==> src/rtl/pipe_hazard_ctrl.sv <==
// Hazard/control responder for a 5-stage RISC-V pipeline: forwarding selects, load-use stall,
// redirect flush, startup flush sequence, debug halt/drain/single-step and saturating event counters.
module pipe_hazard_ctrl #(
  parameter int INIT_FLUSH = 3,
  parameter int DRAIN_CYC  = 3,
  parameter int CNT_W      = 16
) (
  input  logic             clk,
  input  logic             rst,
  input  logic [4:0]       rs1d,
  input  logic [4:0]       rs2d,
  input  logic [4:0]       rs1e,
  input  logic [4:0]       rs2e,
  input  logic [4:0]       rde,
  input  logic [4:0]       rdm,
  input  logic [4:0]       rdw,
  input  logic             regwritem,
  input  logic             regwritew,
  input  logic [1:0]       resultsrce,
  input  logic [1:0]       pcsrce,
  input  logic             halt_req,
  input  logic             step,
  output logic             stallf,
  output logic             stalld,
  output logic             flushd,
  output logic             flushe,
  output logic [1:0]       fwae,
  output logic [1:0]       fwbe,
  output logic             halt_ack,
  output logic [CNT_W-1:0] stall_cnt,
  output logic [CNT_W-1:0] flush_cnt
);

  localparam int MAX_CYC = (INIT_FLUSH > DRAIN_CYC) ? INIT_FLUSH : DRAIN_CYC;
  localparam int CW      = $clog2(MAX_CYC) + 1;
  localparam logic [CW-1:0] INIT_LOAD  = CW'(INIT_FLUSH - 1);
  localparam logic [CW-1:0] DRAIN_LOAD = CW'(DRAIN_CYC - 1);

  typedef enum logic [2:0] {
    S_INIT,
    S_RUN,
    S_DRAIN,
    S_HALTED,
    S_STEP
  } state_e;

  state_e           state_q;
  logic [CW-1:0]    cnt_q;
  logic [CNT_W-1:0] stall_cnt_q, stall_cnt_d;
  logic [CNT_W-1:0] flush_cnt_q, flush_cnt_d;
  logic             lduse, redir, count_en;

  // M-stage result is newer than W, so it takes priority; x0 is never a real dependency.
  function automatic logic [1:0] fwd_sel(input logic [4:0] rs, input logic wm, input logic [4:0] rm,
                                         input logic ww, input logic [4:0] rw);
    if (wm && rm != 5'd0 && rm == rs)      return 2'b10;
    else if (ww && rw != 5'd0 && rw == rs) return 2'b01;
    else                                   return 2'b00;
  endfunction

  assign fwae  = fwd_sel(rs1e, regwritem, rdm, regwritew, rdw);
  assign fwbe  = fwd_sel(rs2e, regwritem, rdm, regwritew, rdw);
  assign lduse = (resultsrce == 2'b01) && (rde != 5'd0) && ((rde == rs1d) || (rde == rs2d));
  assign redir = (pcsrce != 2'b00);

  always_comb begin
    // NOTE: every output gets a default before the case so no path can infer a latch.
    stallf = 1'b0;
    stalld = 1'b0;
    flushd = 1'b0;
    flushe = 1'b0;
    case (state_q)
      S_INIT: begin
        stallf = 1'b1;
        flushd = 1'b1;
        flushe = 1'b1;
      end
      S_RUN: begin
        stallf = lduse & ~redir;
        stalld = lduse & ~redir;
        flushd = redir;
        flushe = lduse | redir;
      end
      S_DRAIN: begin
        // A branch resolving during drain must still land: PC takes the target, D is cleared.
        stallf = ~redir;
        stalld = ~redir;
        flushd = redir;
        flushe = 1'b1;
      end
      S_HALTED: begin
        stallf = 1'b1;
        stalld = 1'b1;
        flushe = 1'b1;
      end
      S_STEP: begin
        flushd = redir;
        flushe = redir;
      end
      default: begin
        stallf = 1'b1;
        flushd = 1'b1;
        flushe = 1'b1;
      end
    endcase
  end

  assign halt_ack = (state_q == S_HALTED);

  assign count_en    = (state_q == S_RUN) || (state_q == S_DRAIN) || (state_q == S_STEP);
  assign stall_cnt_d = (count_en && lduse && !redir && stall_cnt_q != '1) ? stall_cnt_q + CNT_W'(1)
                                                                           : stall_cnt_q;
  assign flush_cnt_d = (count_en && redir && flush_cnt_q != '1) ? flush_cnt_q + CNT_W'(1)
                                                                : flush_cnt_q;

  always_ff @(posedge clk or negedge rst) begin
    // NOTE: sequential state uses non-blocking assignments so all registers update together.
    if (!rst) begin
      stall_cnt_q <= '0;
      flush_cnt_q <= '0;
    end else begin
      stall_cnt_q <= stall_cnt_d;
      flush_cnt_q <= flush_cnt_d;
    end
  end

  assign stall_cnt = stall_cnt_q;
  assign flush_cnt = flush_cnt_q;

  always_ff @(posedge clk or negedge rst) begin
    if (!rst) begin
      state_q <= S_INIT;
      cnt_q   <= INIT_LOAD;
    end else begin
      case (state_q)
        S_INIT: begin
          if (cnt_q == '0) state_q <= S_RUN;
          else             cnt_q   <= cnt_q - CW'(1);
        end
        S_RUN: begin
          if (halt_req) begin
            state_q <= S_DRAIN;
            cnt_q   <= DRAIN_LOAD;
          end
        end
        S_DRAIN: begin
          if (cnt_q == '0) state_q <= S_HALTED;
          else             cnt_q   <= cnt_q - CW'(1);
        end
        S_HALTED: begin
          if (!halt_req) state_q <= S_RUN;
          else if (step) state_q <= S_STEP;
        end
        S_STEP: begin
          state_q <= S_DRAIN;
          cnt_q   <= DRAIN_LOAD;
        end
        default: begin
          state_q <= S_INIT;
          cnt_q   <= INIT_LOAD;
        end
      endcase
    end
  end

endmodule

==> config.mk <==
export PLATFORM = sky130hd
export DESIGN_NAME = pipe_hazard_ctrl
export DESIGN_NICKNAME = d
export VERILOG_FILES = /design/src/rtl/pipe_hazard_ctrl.sv
export SDC_FILE = /design/constraint.sdc
export NUM_CORES = 1
export LEC_CHECK = 0
export ABC_AREA = 1
export CAP_MARGIN = 40
export CORE_AREA = 4 4 77 79
export CTS_BUF_LIST = sky130_fd_sc_hd__clkbuf_16
export DETAILED_ROUTE_END_ITERATION = 8
export DIE_AREA = 0 0 81 83
export DONT_BUFFER_PORTS = 1
export PLACE_DENSITY = 0.79
export SYNTH_ARGS = -nofsm -noshare
export SYNTH_HDL_FRONTEND = slang
export SYNTH_SLANG_ARGS = --single-unit
==> constraint.sdc <==
create_clock -name clk -period 1.55 [get_ports clk]
set_input_delay 0.155 -clock clk [delete_from_list [all_inputs] [get_ports clk]]
set_output_delay 0.155 -clock clk [all_outputs]
set_load 0.05 [all_outputs]
# Word level (Yosys, flattened, before mapping)
# Index checks and enable logic that the tools add are counted.
# W data, S select, Z words.
word_totals:
  in_bits: 45
  out_inout_bits: 41
  word_cells: 72
  reg_bits: 38
classes:
  n_mux: 16
  reduce_logical: 27
  add_sub_neg: 3
  n_eq_ne: 18
  bitwise_logic: 4
op_table:
  columns: ["cell", "count"]
  rows:
  - ["$add A16 B1 Y16 const B", 2]
  - ["$ne A16 B16 Y1 const B", 2]
  - ["$eq A5 B5 Y1", 6]
  - ["$mux W3", 6]
  - ["$pmux W3 S5", 1]
  - ["$reduce_bool A5 Y1", 3]
  - ["$logic_and A1 B1 Y1", 13]
  - ["$pmux W3 S3", 1]
  - ["$eq A3 B2 Y1 const B", 2]
  - ["$logic_not A3 Y1", 2]
  - ["$ne A2 B2 Y1 const B", 3]
  - ["$pmux W1 S3", 2]
  - ["$mux W2", 2]
  - ["$pmux W1 S2", 2]
  - ["$reduce_and A4 Y1", 1]
  - ["$eq A3 B1 Y1 const B", 1]
  - ["$eq A3 B3 Y1 const B", 1]
  - ["$logic_or A1 B1 Y1", 3]
  - ["$ne A3 B3 Y1 const B", 1]
  - ["$reduce_and A3 Y1", 1]
  - ["$reduce_or A3 Y1", 1]
  - ["$sub A3 B1 Y3 const B", 1]
  - ["$eq A2 B1 Y1 const B", 1]
  - ["$mux W1", 2]
  - ["other kinds (7)", 8]

# Logic depth before layout (Yosys ltp)
logic_depth:
  depth_word: 6
  depth_mapped: 11
  mapped_depth_nobuf: 10

# Worst setup path before layout
# No wires, ideal clock.
synth_path:
  path_type: "input to output"
  startpoint: "in rdm[3]"
  endpoint: "out fwae[0]"
  arrival_ns: 2.589
  slack_ns: -1.194
  path_buffers: 0
  t_required_ns: 1.395
  stages: 3
  cell_sequence: "xor2_1 > nor4_1 > nor2_1"
synth_between:
  elab_chain_len: 4
  word_cells_on_any_way: 5
  cone_classes: "1 x eq/ne; 1 x mux; 3 x reduce/logical"
synth_rtl:
  columns: ["element", "line_no", "source"]
  rows:
  - ["start: declaration", "15", "input logic [4:0] rdm,"]
  - ["$reduce_bool A5 Y1", "56", "if (wm && rm != 5'd0 && rm == rs) return 2'b10;"]
  - ["$logic_and A1 B1 Y1", "56", null]
  - ["$logic_and A1 B1 Y1 *", "56", null]
  - ["$mux W2 *", "56", null]
  - ["end: declaration", "27", "output logic [1:0] fwae,"]
# Mark *: on every way between the ends. The rest lies on a longest branch, timed or not.

# Worst setup path after layout
layout_path:
  startpoint: "reg state_q[1]"
  endpoint: "out stallf"
layout_between:
  elab_chain_len: 2
  word_cells_on_any_way: 4
  cone_classes: "3 x eq/ne; 1 x mux"
layout_rtl:
  columns: ["element", "line_no", "source"]
  rows:
  - ["start: declaration", "47", "state_e state_q;"]
  - ["start signal: assignment", "132", "state_q <= S_INIT;"]
  - ["start signal: assignment", "137", "if (cnt_q == '0) state_q <= S_RUN;"]
  - ["start signal: assignment", "142", "state_q <= S_DRAIN;"]
  - ["$eq A3 B3 Y1 (tied with other cells)", "72", "case (state_q)"]
  - ["$pmux W1 S3 *", "72", null]
  - ["end: declaration", "23", "output logic stallf,"]
# Marks and branches as above.

==> out/results.ini <==
[timing]
period_share_pct = 110
worstMarginPinSlew_ps = 620
whs_ps = 62.8
relSlewSlack_pct = 58.2
final_hold_viol_count = 0
slew_violations = 0
fin_ws_ps = -148
period_needed_ps = 1700
tns_ps = -1490
fmax_mhz = 589
rsz0062_at_grt = yes
skew_ps = 3.43
finalSetupViolations = 29

[floorplan]
initial_utilization_pct = 53.4
dieArea_um2 = 6720
num_rows = 27
die_x_um = 81
fp.coreArea_um2 = 5340
pin_count = 86
die_h_um = 83

[cells_and_area]
nNetsFinal = 501
areaGrowthSynthToFinish_pct = 43.4
stdcell_area_um2 = 4080
insertedDiodeCount = 0
fin_cells = 525
drive_above_1_share_pct = 43.0

[place]
portBuffers = 0
placedInstanceArea_um2 = 3590
place_congestion = 0.853
placedCellCount = 501
hpwl_mm = 5.31

[clock_tree]
ctsHtreeMaxLevel = 2
ctsLongestPathBuffers = 2
numCtsBuffers = 5
root_buffer = clkbuf_16
path_clk_slew_ps = 60
clk_latency_ps = 280
clock-sinks = 38
cts_tree = yes

[power]
p_per_area_nw_per_um2 = 1390
peakVddDrop_mv = 1.50
power_uw = 5680
p_leak_uw = 0.00209

[outcome]
status = finished with violations
violations = setup timing

[route]
ant_nets = 0
wire_per_inst_um = 15.0
firstDrtPassIters = 4
drc = 0
drt_iter0_markers = 134
wl_mm = 7.87
num_vias = 2776
viasPerCell = 5.29

[flow_run]
drv_cap = 0

[yosys]
synth-main-ff-cell = dfrtp_1
avgSynthCellArea_um2 = 7.61
synthesis.nets = 423
async_reset_ff_share_pct = 100
synthCells = 374
ys_ff_latch = 38
synth_cell_types = 35
ys_warn_count = 0
ys_seq_area_share_pct = 33.4
synth-edff-count = 0
netlist_area_um2 = 2850

[global_routing]
met2_usage_pct = 41.9
antenna_found_initial = 0
grt-busiest-layer = met2
grt-ovfl-total = 0
use_met1_pct = 26.8
grt_max_degree = 39
met3_usage_pct = 5.21
grt_pass1_vias = 2807
track_usage_pct = 23.3
grt_first_pass_wirelength_mm = 12.5

[setup_path]
path_class = register to output pin
critPathLaunchType = register
arrival_ps = 1540
cp_max_fo = 3
crit_path_end_kind = output pin
required_ps = 1390

[hold_path]
hp-class = input pin to register

cells by family after synthesis:
logic type,count (synthesis),synth area share [%]
AND/OR/NAND/NOR,208,37.3
buffers and inverters,54,8.13
XOR/XNOR,49,15.3
flip-flops,38,33.4
AO/OA/AOI/OAI,21,4.04
adder cells (fa/ha/maj),4,1.76
per-layer routing:
layer  vias to the layer above  share of wire (%)
li1                       1337                  -
met1                      1322                 38
met2                        97                 53
met3                        20                5.5
met4                         0                2.5
met5                         -                  0
state kept, by name, indices dropped and copies added (netlist names):
name / flops
cnt_q: 3
state_q: 3
stall_cnt: 16
flush_cnt: 16
report_power, final:
| part | total, µW | internal (µW) | switching, µW |
|---|---|---|---|
| Sequential | 1390 | 1200 | 186 |
| Clock | 968 | 579 | 390 |
| Combinational | 3320 | 1410 | 1910 |
final timing paths:
| path | startpoint | endpoint | slack [ps] | depth (start not counted) |
|---|---|---|---|---|
| setup / recovery | state_q[1] | stallf | -150 | 7 |
| hold / removal | halt_req | state_q[2] | 60 | 2 |
| setup reg to reg | flush_cnt[1] | flush_cnt[0] | -70 | 8 |
| hold reg to reg | cnt_q[0] | cnt_q[0] | 500 | 1 |
| max in group asynchronous | rst | cnt_q[1] | 960 | 2 |
| min in group asynchronous | rst | stall_cnt[11] | 340 | 2 |
through the flow:
step | util, % | setup slack [ps]
floorplan | - | -233
global placement | 67.3 | 13.7
detailed placement | 67.3 | -55.8
CTS | 73.4 | -97.5
global route | 76.5 | -202
finish | 76.5 | -148
what timing repair did:
action | CTS | global route
hold buffers | 2 | 0
setup buffers | 8 | 3
pin swaps | 6 | 9
endpoints found under the setup margin | 14 | 38
cloned | 1 | 2
gates resized for setup | 21 | 31
hold endpoints to repair | 38 | 0
cells in the final DEF, fill, tap and decap left out, types with 7 or more instances in the layout:
cell,n
dfrtp_2,27
nand2_4,12
buf_4,51
nand4_1,8
o21ai_0,7
inv_2,7
nand2_2,31
xor2_1,28
dfrtp_1,10
inv_1,40
nand2_1,78
nand3_1,14
nor2_1,25
buf_12,7
nor3_1,10
buf_6,12
xnor2_1,20
critical path: stages (launching register included):
cell	delay [ps]
dfrtp_2	440
inv_2	90
nand3_4	90
buf_6	140
inv_4	50
nand4_1	160
nand3_2	140
buf_12	140
cells in the mapped netlist, types with 2 or more instances:
cell type | n | area (µm²)
nor4_1 | 4 | 25.0
nor2_4 | 2 | 22.5
xnor2_1 | 20 | 175
nand3b_1 | 2 | 15.0
nor3_4 | 2 | 32.5
nand3_1 | 16 | 80.1
o21ai_0 | 8 | 40.0
nor2_1 | 29 | 109
inv_1 | 45 | 169
ha_1 | 4 | 50.1
nand2_1 | 96 | 360
xor2_1 | 28 | 245
a21oi_1 | 3 | 15.0
nand2_2 | 25 | 156
dfrtp_1 | 37 | 926
inv_2 | 5 | 18.8
nor3_1 | 14 | 70.1
nor2_8 | 2 | 40.0
o21ai_1 | 6 | 30.0
nand4_1 | 8 | 50.1
nand3_2 | 4 | 40.0
cell type report:
class / instances / area [µm²]
clock buffers: 5 / 125
repair buffers: 72 / 693
well taps: 72 / 90.1
inverters: 51 / 201
flip-flops and latches: 38 / 986
fillers: 384 / 1250
clock inverters: 3 / 11.3
multi-input cells: 284 / 1980
Note: power is estimated with default switching activity, not from simulation.
